`src/rtl/turn_arbiter.sv`:
```
`default_nettype none
// ============================================================================
// Module      : turn_arbiter
// Description : Tic-tac-toe turn scheduler. Arbitrates player and computer
//               moves, checks legality, strobes the position registers and
//               samples the win/draw detectors after each commit.
// Revision    : 1.0 - initial release
// ============================================================================
module turn_arbiter #(
  parameter int TIMEOUT_CYCLES = 1024,
  parameter int FIRST_MOVER    = 0
) (
  input  logic       clk,
  input  logic       reset_n,
  input  logic       start,
  input  logic [8:0] button,
  input  logic [8:0] pc_move,
  input  logic       pc_valid,
  input  logic [8:0] occupied,
  input  logic       win,
  input  logic [1:0] who,
  input  logic       no_space,
  output logic       pc_ready,
  output logic [8:0] PL_en,
  output logic [8:0] PC_en,
  output logic       board_clr,
  output logic       illegal,
  output logic       timeout,
  output logic [3:0] move_count,
  output logic [1:0] result,
  output logic [2:0] state
);

  localparam logic [2:0] c_ST_IDLE    = 3'd0;
  localparam logic [2:0] c_ST_CLEAR   = 3'd1;
  localparam logic [2:0] c_ST_WAIT_PL = 3'd2;
  localparam logic [2:0] c_ST_WAIT_PC = 3'd3;
  localparam logic [2:0] c_ST_SETTLE  = 3'd4;
  localparam logic [2:0] c_ST_CHECK   = 3'd5;
  localparam logic [2:0] c_ST_DONE    = 3'd6;

  localparam logic        c_FIRST_PC   = (FIRST_MOVER != 0);
  localparam logic [15:0] c_TIMER_LAST = 16'(TIMEOUT_CYCLES - 1);
  localparam logic [3:0]  c_MAX_MOVES  = 4'd9;

  function automatic logic f_onehot(input logic [8:0] v);
    return (v != 9'd0) && ((v & (v - 9'd1)) == 9'd0);
  endfunction

  logic [2:0]  r_state;
  logic [2:0]  w_state_nxt;
  logic        r_turn;        // side owning the current/last move: 1 = computer
  logic [15:0] r_timer;
  logic [8:0]  r_pl_en;
  logic [8:0]  r_pc_en;
  logic        r_illegal;
  logic        r_timeout;
  logic [3:0]  r_move_count;
  logic [1:0]  r_result;

  logic w_pl_legal;
  logic w_pc_legal;
  logic w_pl_hit;
  logic w_pc_hit;
  logic w_timer_exp;
  logic w_pl_commit;
  logic w_pc_commit;
  logic w_illegal_nxt;
  logic w_timeout_nxt;

  assign w_pl_legal  = f_onehot(button) && ((button & occupied) == 9'd0);
  assign w_pl_hit    = f_onehot(button) && ((button & occupied) != 9'd0);
  assign w_pc_legal  = pc_valid && f_onehot(pc_move) && ((pc_move & occupied) == 9'd0);
  assign w_pc_hit    = pc_valid && f_onehot(pc_move) && ((pc_move & occupied) != 9'd0);
  assign w_timer_exp = (r_timer == c_TIMER_LAST);

  always_ff @(posedge clk or negedge reset_n) begin
    if (!reset_n) begin
      r_state <= c_ST_IDLE;
    end else begin
      r_state <= w_state_nxt;
    end
  end

  always_comb begin
    w_state_nxt = r_state;
    case (r_state)
      c_ST_IDLE, c_ST_DONE: begin
        if (start) w_state_nxt = c_ST_CLEAR;
      end
      c_ST_CLEAR: begin
        w_state_nxt = c_FIRST_PC ? c_ST_WAIT_PC : c_ST_WAIT_PL;
      end
      c_ST_WAIT_PL: begin
        if (w_pl_legal)       w_state_nxt = c_ST_SETTLE;
        else if (w_timer_exp) w_state_nxt = c_ST_WAIT_PC;
      end
      c_ST_WAIT_PC: begin
        if (w_pc_legal) w_state_nxt = c_ST_SETTLE;
      end
      c_ST_SETTLE: begin
        w_state_nxt = c_ST_CHECK;
      end
      c_ST_CHECK: begin
        if (win || no_space) w_state_nxt = c_ST_DONE;
        else                 w_state_nxt = r_turn ? c_ST_WAIT_PL : c_ST_WAIT_PC;
      end
      default: begin
        w_state_nxt = c_ST_IDLE;
      end
    endcase
  end

  always_comb begin
    pc_ready      = (r_state == c_ST_WAIT_PC);
    board_clr     = (r_state == c_ST_CLEAR);
    w_pl_commit   = (r_state == c_ST_WAIT_PL) && w_pl_legal;
    w_pc_commit   = (r_state == c_ST_WAIT_PC) && w_pc_legal;
    w_illegal_nxt = ((r_state == c_ST_WAIT_PL) && w_pl_hit) ||
                    ((r_state == c_ST_WAIT_PC) && w_pc_hit);
    w_timeout_nxt = (r_state == c_ST_WAIT_PL) && w_timer_exp && !w_pl_legal;
  end

  always_ff @(posedge clk or negedge reset_n) begin
    if (!reset_n) begin
      r_turn       <= c_FIRST_PC;
      r_timer      <= 16'd0;
      r_pl_en      <= 9'd0;
      r_pc_en      <= 9'd0;
      r_illegal    <= 1'b0;
      r_timeout    <= 1'b0;
      r_move_count <= 4'd0;
      r_result     <= 2'b00;
    end else begin
      r_pl_en   <= w_pl_commit ? button : 9'd0;
      r_pc_en   <= w_pc_commit ? pc_move : 9'd0;
      r_illegal <= w_illegal_nxt;
      r_timeout <= w_timeout_nxt;
      r_timer   <= (r_state == c_ST_WAIT_PL) ? r_timer + 16'd1 : 16'd0;

      if (w_state_nxt == c_ST_WAIT_PL) r_turn <= 1'b0;
      else if (w_state_nxt == c_ST_WAIT_PC) r_turn <= 1'b1;

      if (w_state_nxt == c_ST_CLEAR) begin
        r_move_count <= 4'd0;
        r_result     <= 2'b00;
      end else begin
        if ((w_pl_commit || w_pc_commit) && (r_move_count != c_MAX_MOVES)) begin
          r_move_count <= r_move_count + 4'd1;
        end
        if (r_state == c_ST_CHECK) begin
          if (win)           r_result <= who;
          else if (no_space) r_result <= 2'b11;
        end
      end
    end
  end

  assign PL_en      = r_pl_en;
  assign PC_en      = r_pc_en;
  assign illegal    = r_illegal;
  assign timeout    = r_timeout;
  assign move_count = r_move_count;
  assign result     = r_result;
  assign state      = r_state;

endmodule
`default_nettype wire

```
`config.mk`:
```
export PLATFORM = sky130hd
export DESIGN_NAME = turn_arbiter
export DESIGN_NICKNAME = d
export VERILOG_FILES = /design/src/rtl/turn_arbiter.sv
export SDC_FILE = /design/constraint.sdc
export NUM_CORES = 1
export LEC_CHECK = 0
export ABC_AREA = 1
export BUFFER_PORTS_ARGS = -buffer_cell sky130_fd_sc_hd__clkbuf_2
export CAP_MARGIN = 20
export CELL_PAD_IN_SITES_DETAIL_PLACEMENT = 0
export CELL_PAD_IN_SITES_GLOBAL_PLACEMENT = 1
export CORE_MARGIN = 8
export CORE_UTILIZATION = 35
export CTS_CLUSTER_SIZE = 16
export DETAILED_ROUTE_END_ITERATION = 10
export HOLD_SLACK_MARGIN = 0.15
export PLACE_DENSITY_LB_ADDON = 0.1
export SYNTH_ARGS = -nofsm -noshare
export SYNTH_HDL_FRONTEND = slang
export SYNTH_SLANG_ARGS = --single-unit
```
`constraint.sdc`:
```
create_clock -name clk -period 2.2 [get_ports clk]
set_clock_uncertainty 0.1 [all_clocks]
set_input_delay 0.55 -clock clk [delete_from_list [all_inputs] [get_ports clk]]
set_output_delay 0.55 -clock clk [all_outputs]
set_load 0.01 [all_outputs]
```
# [Word level (Yosys, flattened, before mapping)]
# Index checks and enable logic that the tools add are counted.
[word_totals] ff_bits=46 in_bits=35 out_inout_bits=31 elab_cells=79
[op_classes] reduce_logical=33 muxes=18 add_sub_neg=4 bitwise_logic=4 n_eq_ne=11
[op_table] operator="$and A9 B9 Y9" count=4
[op_table] operator="$logic_not A9 Y1" count=4
[op_table] operator="$reduce_bool A9 Y1" count=4
[op_table] operator="$mux W9" count=2
[op_table] operator="$pmux W3 S6" count=1
[op_table] operator="$sub A9 B1 Y9 const B" count=2
[op_table] operator="$add A16 B1 Y16 const B" count=1
[op_table] operator="$eq A16 B10 Y1 const B" count=1
[op_table] operator="$mux W16" count=1
[op_table] operator="$mux W3" count=5
[op_table] operator="$logic_and A1 B1 Y1" count=14
[op_table] operator="$eq A3 B2 Y1 const B" count=4
[op_table] operator="$eq A3 B3 Y1 const B" count=3
[op_table] operator="$mux W2" count=4
[op_table] operator="$mux W4" count=2
[op_table] operator="$eq A3 B1 Y1 const B" count=2
[op_table] operator="$reduce_bool A2 Y1" count=3
[op_table] operator="$add A4 B1 Y4 const B" count=1
[op_table] operator="$ne A4 B4 Y1 const B" count=1
[op_table] operator="$logic_not A3 Y1" count=1
[op_table] operator="$logic_or A1 B1 Y1" count=3
[op_table] operator="$mux W1" count=3
[op_table] operator="$reduce_bool A3 Y1" count=1
[op_table] operator="$reduce_and A2 Y1" count=1
[op_table] operator="other kinds (2)" count=2

# [Longest topological paths before layout]
[depth] depth_word=11 ltp_mapped=13 mapped_depth_nobuf=13

# [Worst setup path after synthesis]
# Ideal clock, no wire load.
[synth_path] path_type="input to register" start="input pc_move[2]" end="register r_move_count[0], in the netlist move_count[0]" cell_stages=9 path_buffers=0 setup_ns=0.117 arrival_time_ns=1.593 setup_slack_ns=0.390 required_time_ns=1.983 path_cell_list="nor2_1 -> nand2_2 -> nor2_4 -> xor2_2 -> nand4_4 -> nand2_4 -> nand2_4 -> nand3_1 -> nand2_1"
[synth_between] elab_chain_cells=10 elab_cells_between_ends=17 cone_classes="add/sub: 1; eq/ne: 1; mux: 3; bitwise: 2; reduce/logical: 10"
[synth_lines] item="start, declared" line_no="17" text="input logic [8:0] pc_move,"
[synth_lines] item="$sub A9 B1 Y9" line_no="47" text="return (v != 9'd0) && ((v & (v - 9'd1)) == 9'd0);"
[synth_lines] item="$and A9 B9 Y9" line_no="47"
[synth_lines] item="$logic_not A9 Y1" line_no="47"
[synth_lines] item="$logic_and A1 B1 Y1" line_no="47"
[synth_lines] item="$logic_and A1 B1 Y1" line_no="73" text="assign w_pc_legal = pc_valid && f_onehot(pc_move) && ((pc_move & occupied) == 9'd0);"
[synth_lines] item="$logic_and A1 B1 Y1 *" line_no="73"
[synth_lines] item="$mux W3 / $logic_and A1 B1 Y1 (equally long branches)" line_no="99, 118"
[synth_lines] item="$pmux W3 S6 / $logic_or A1 B1 Y1 (equally long branches)" line_no="87, 148"
[synth_lines] item="$eq A3 B1 Y1 / $logic_and A1 B1 Y1 (equally long branches)" line_no="144, 148"
[synth_lines] item="$mux W4 / $reduce_bool A2 Y1 (equally long branches)"
[synth_lines] item="end signal, assigned" line_no="149" text="r_move_count <= r_move_count + 4'd1;"
[synth_lines] item="end, declared" line_no="58" text="logic [3:0] r_move_count;"
# Every way passes the cells marked *; elsewhere a longest branch is shown, timed or not.
# A chain may end at the register's enable or synchronous reset.

# [Worst setup path after layout]
[layout_path] start="register r_state[0], in the netlist state[0]" end="output board_clr"
[layout_between] elab_chain_cells=1
[layout_lines] item="start, declared" line_no="50" text="logic [2:0] r_state;"
[layout_lines] item="start signal, assigned" line_no="79" text="r_state <= c_ST_IDLE;"
[layout_lines] item="start signal, assigned" line_no="81" text="r_state <= w_state_nxt;"
[layout_lines] item="$eq A3 B1 Y1" line_no="116" text="board_clr = (r_state == c_ST_CLEAR);"
[layout_lines] item="end, declared" line_no="26" text="output logic board_clr,"
# No other way between the ends.

==> metrics <==
status=complete, no violations; most common cell after layout, fill and taps aside=clkbuf_2; CP arrival=1.30 ns; first-pass GRT wire length=10600 um; Adder-Cell Fraction of Synth Area=1.51%; CP delay by family, top=flip-flops; I/O pin count=66; Yosys cell types=31; most frequent CP cell=nor2_1; Synth Area in Compound Gates=7.24%; root buf cell=clkbuf_8; die height=roughly 100 um; Period Utilization, post-route=88.6%; fill count=737; critical path class=reg2out; Clock transition at path regs=0.09 ns; Post-Synthesis Cells=316; Net count, final=431; Rows=30; count of final max-slew check failures=0; Area after DPL=around 0.003 mm2; Max Cap Viol=0; CTS H-tree lvls=2; power per cell area=~730 mW/mm2; min cycle time layout=1.95 ns; leak pwr=1.66 nW; CTS tree=built; Seq/Total Area, Yosys=46.2%; Final Hold Fails=0; setup bufs post-CTS=0; Setup violations, final=0; Post-synth top flop=dfrtp_1; Clock Tree Buf Depth=2; relative slew slack=between 60% and 70%; DR iter-0 viols=124; placer congestion estimate=0.818; HPWL after DPL=4970 um; first-pass iteration count of the detailed router=4; largest net degree at the start of global routing=47; global route overflow=0; Syn Nets=~350; synthesis-to-finish area growth=23.4%; core area=0.00683 mm2; xor/xnor share of the synthesized area=under 10%; initial antenna violation count=0; mux contribution to synthesized area=0%; clock sink count=46; maximum vdd drop=0.000365 V; syn avg cell area=approximately 8 um2; die width=100 um; Tot Pwr=2.26 mW; hold_ws=0.239 ns; worst reg2reg path endpoint=r_turn$_DFFE_PN0P_; unrepaired setup endpoints after global routing=false; DR WL/cell=12.6 um; Buffers on Ports=65; # diodes=0; warning count from the yosys run=0; mean number of vias per cell=4.59; DR DRC count=0; cell area after layout=0.00307 mm2; crit-path max FO=4; register bit total from synthesis=46; max incr delay on CP=0.49 ns; Post-DRT Antenna Nets=0; Post-synth ARST share=100%; Post-synth EDFFs=0; Worst Path Required=1.55 ns; worst reg2reg path depth=13; slowest CP cell=dfrtp_1; Clock Latency Late Sink=roughly 0.29 ns; Reg2Reg Setup Slack=~0.34 ns; GR Util All Layers=13.1%; commonest non-fill, non-tap cells in the layout=clkbuf_2 (65), nand2_1 (64), nor2_1 (58), dfrtp_1 (46), inv_1 (44); Starting Density=36.4%; worst path cell trace=inv_2, nor2_1, inv_1, nor2_1, clkbuf_2; crit path launch type=flop; setup TNS=0 ns; Bufs and invs on worst path=3; critical path capture point type=primary output; vias=2247; Slew @ Worst Pin=0.585 ns; FMAX=0.513 GHz; Worst R2R Start=r_timer[0]$_DFF_PN0_; final WL=6170 um; largest family of logic cells by synthesized area=simple AND/OR/NAND/NOR gates; HP Class=in2async; die area=0.0101 mm2; Mapped Area=0.00249 mm2; Simple-Gate Fraction of Synth Area=around a third; number of global-route vias before repair=2286; cts bufs inserted=5; layout cells sized above 1=25.6%
[registers in the layout (all words and copies together) (netlist names)]
signal      flops
illegal         1
PC_en           9
r_timer        16
PL_en           9
r_turn          1
move_count      4
result          2
state           3
timeout         1
[report_power, final]
| part | internal [mW] | switching [mW] | total (mW) | leakage (nW) |
|---|---|---|---|---|
| Clock | 0.254 | 0.274 | 0.528 | 0.0482 |
| Sequential | 0.920 | 0.0929 | 1.01 | 0.632 |
| Combinational | 0.274 | 0.443 | 0.717 | 0.980 |
| Total | 1.45 | 0.810 | 2.26 | 1.66 |
[cells by family (layout without fill, tap and decap cells)]
| logic type | Yosys count | in the layout |
|---|---|---|
| simple gates | 181 | 181 |
| buf+inv | 47 | 125 |
| flops | 46 | 46 |
| compound gates | 33 | 33 |
| xor+xnor | 6 | 6 |
| fa+ha+maj | 3 | 3 |
[final cells by class]
| cell class | instances | area, um2 | area share [%] |
|---|---|---|---|
| Clock buffer | 7 | 86.3 | 2.81 |
| Multi-Input combinational cell | 223 | 1170 | 38.0 |
| Sequential cell | 46 | 1150 | 37.5 |
| Tap cell | 96 | 120 | 3.91 |
| Timing Repair Buffer | 71 | 370 | 12.1 |
| Clock inverter | 1 | 5.00 | 0.163 |
| Inverter | 46 | 173 | 5.62 |
[metal layers]
| metal | track usage (%) | vias to the layer above | routed length [um] |
|---|---|---|---|
| li1 | - | 1156 | - |
| met1 | 16.2 | 1041 | 2820 |
| met2 | 21.9 | 44 | 3010 |
| met3 | 3.32 | 6 | 265 |
| met4 | 3.26 | 0 | 65 |
| met5 | 0 | - | 0 |
[worst max path at each step]
stage / startpoint / slack [ns] / end / cells past startpoint
final: state[0]$_DFF_PN0_ / 0.25 / board_clr / 5
after global routing: r_timer[0]$_DFF_PN0_ / 0.05 / r_turn$_DFFE_PN0P_ / 13
after CTS: r_timer[0]$_DFF_PN0_ / 0.20 / r_turn$_DFFE_PN0P_ / 13
after detailed placement: button[4] / 0.13 / r_turn$_DFFE_PN0P_ / 10
after global placement: r_timer[0]$_DFF_PN0_ / 0.21 / r_turn$_DFFE_PN0P_ / 13
after floorplan: pc_move[2] / 0.39 / move_count[0]$_DFFE_PN0P_ / 9
[cell usage after synthesis, types with 2 or more instances]
cell	instances	area [um2]
nand4_4	2	42.5
inv_1	44	165
a21oi_1	9	45.0
dfrtp_1	46	1150
nor3_2	2	20.0
ha_1	3	37.5
inv_2	2	7.51
xor2_2	2	32.5
nand2_4	4	45.0
xnor2_1	2	17.5
o21ai_1	3	15.0
nor3_1	6	30.0
xor2_1	2	17.5
a211oi_1	2	15.0
nand2_1	64	240
nor2_4	5	56.3
nor4_1	3	18.8
nand3_1	29	145
nor2_2	2	12.5
o21ai_0	16	80.1
nor2_1	58	218
[stage by stage]
stage / util [%] / instances / setup WS, ns
2_1_floorplan: - / 316 / 0.390
3_3_place_gp: 43.6 / 482 / 0.205
3_5_place_dp: 43.6 / 482 / 0.126
4_1_cts: 44.9 / 490 / 0.195
5_1_grt: 45.0 / 490 / 0.0511
6_report: 45.0 / 490 / 0.251
[timing repair]
action,in CTS,in global routing
hold buffers,0,0
endpoints found under the setup margin,0,2
resized for setup,0,1
Note: power is estimated with default switching activity, not from simulation.
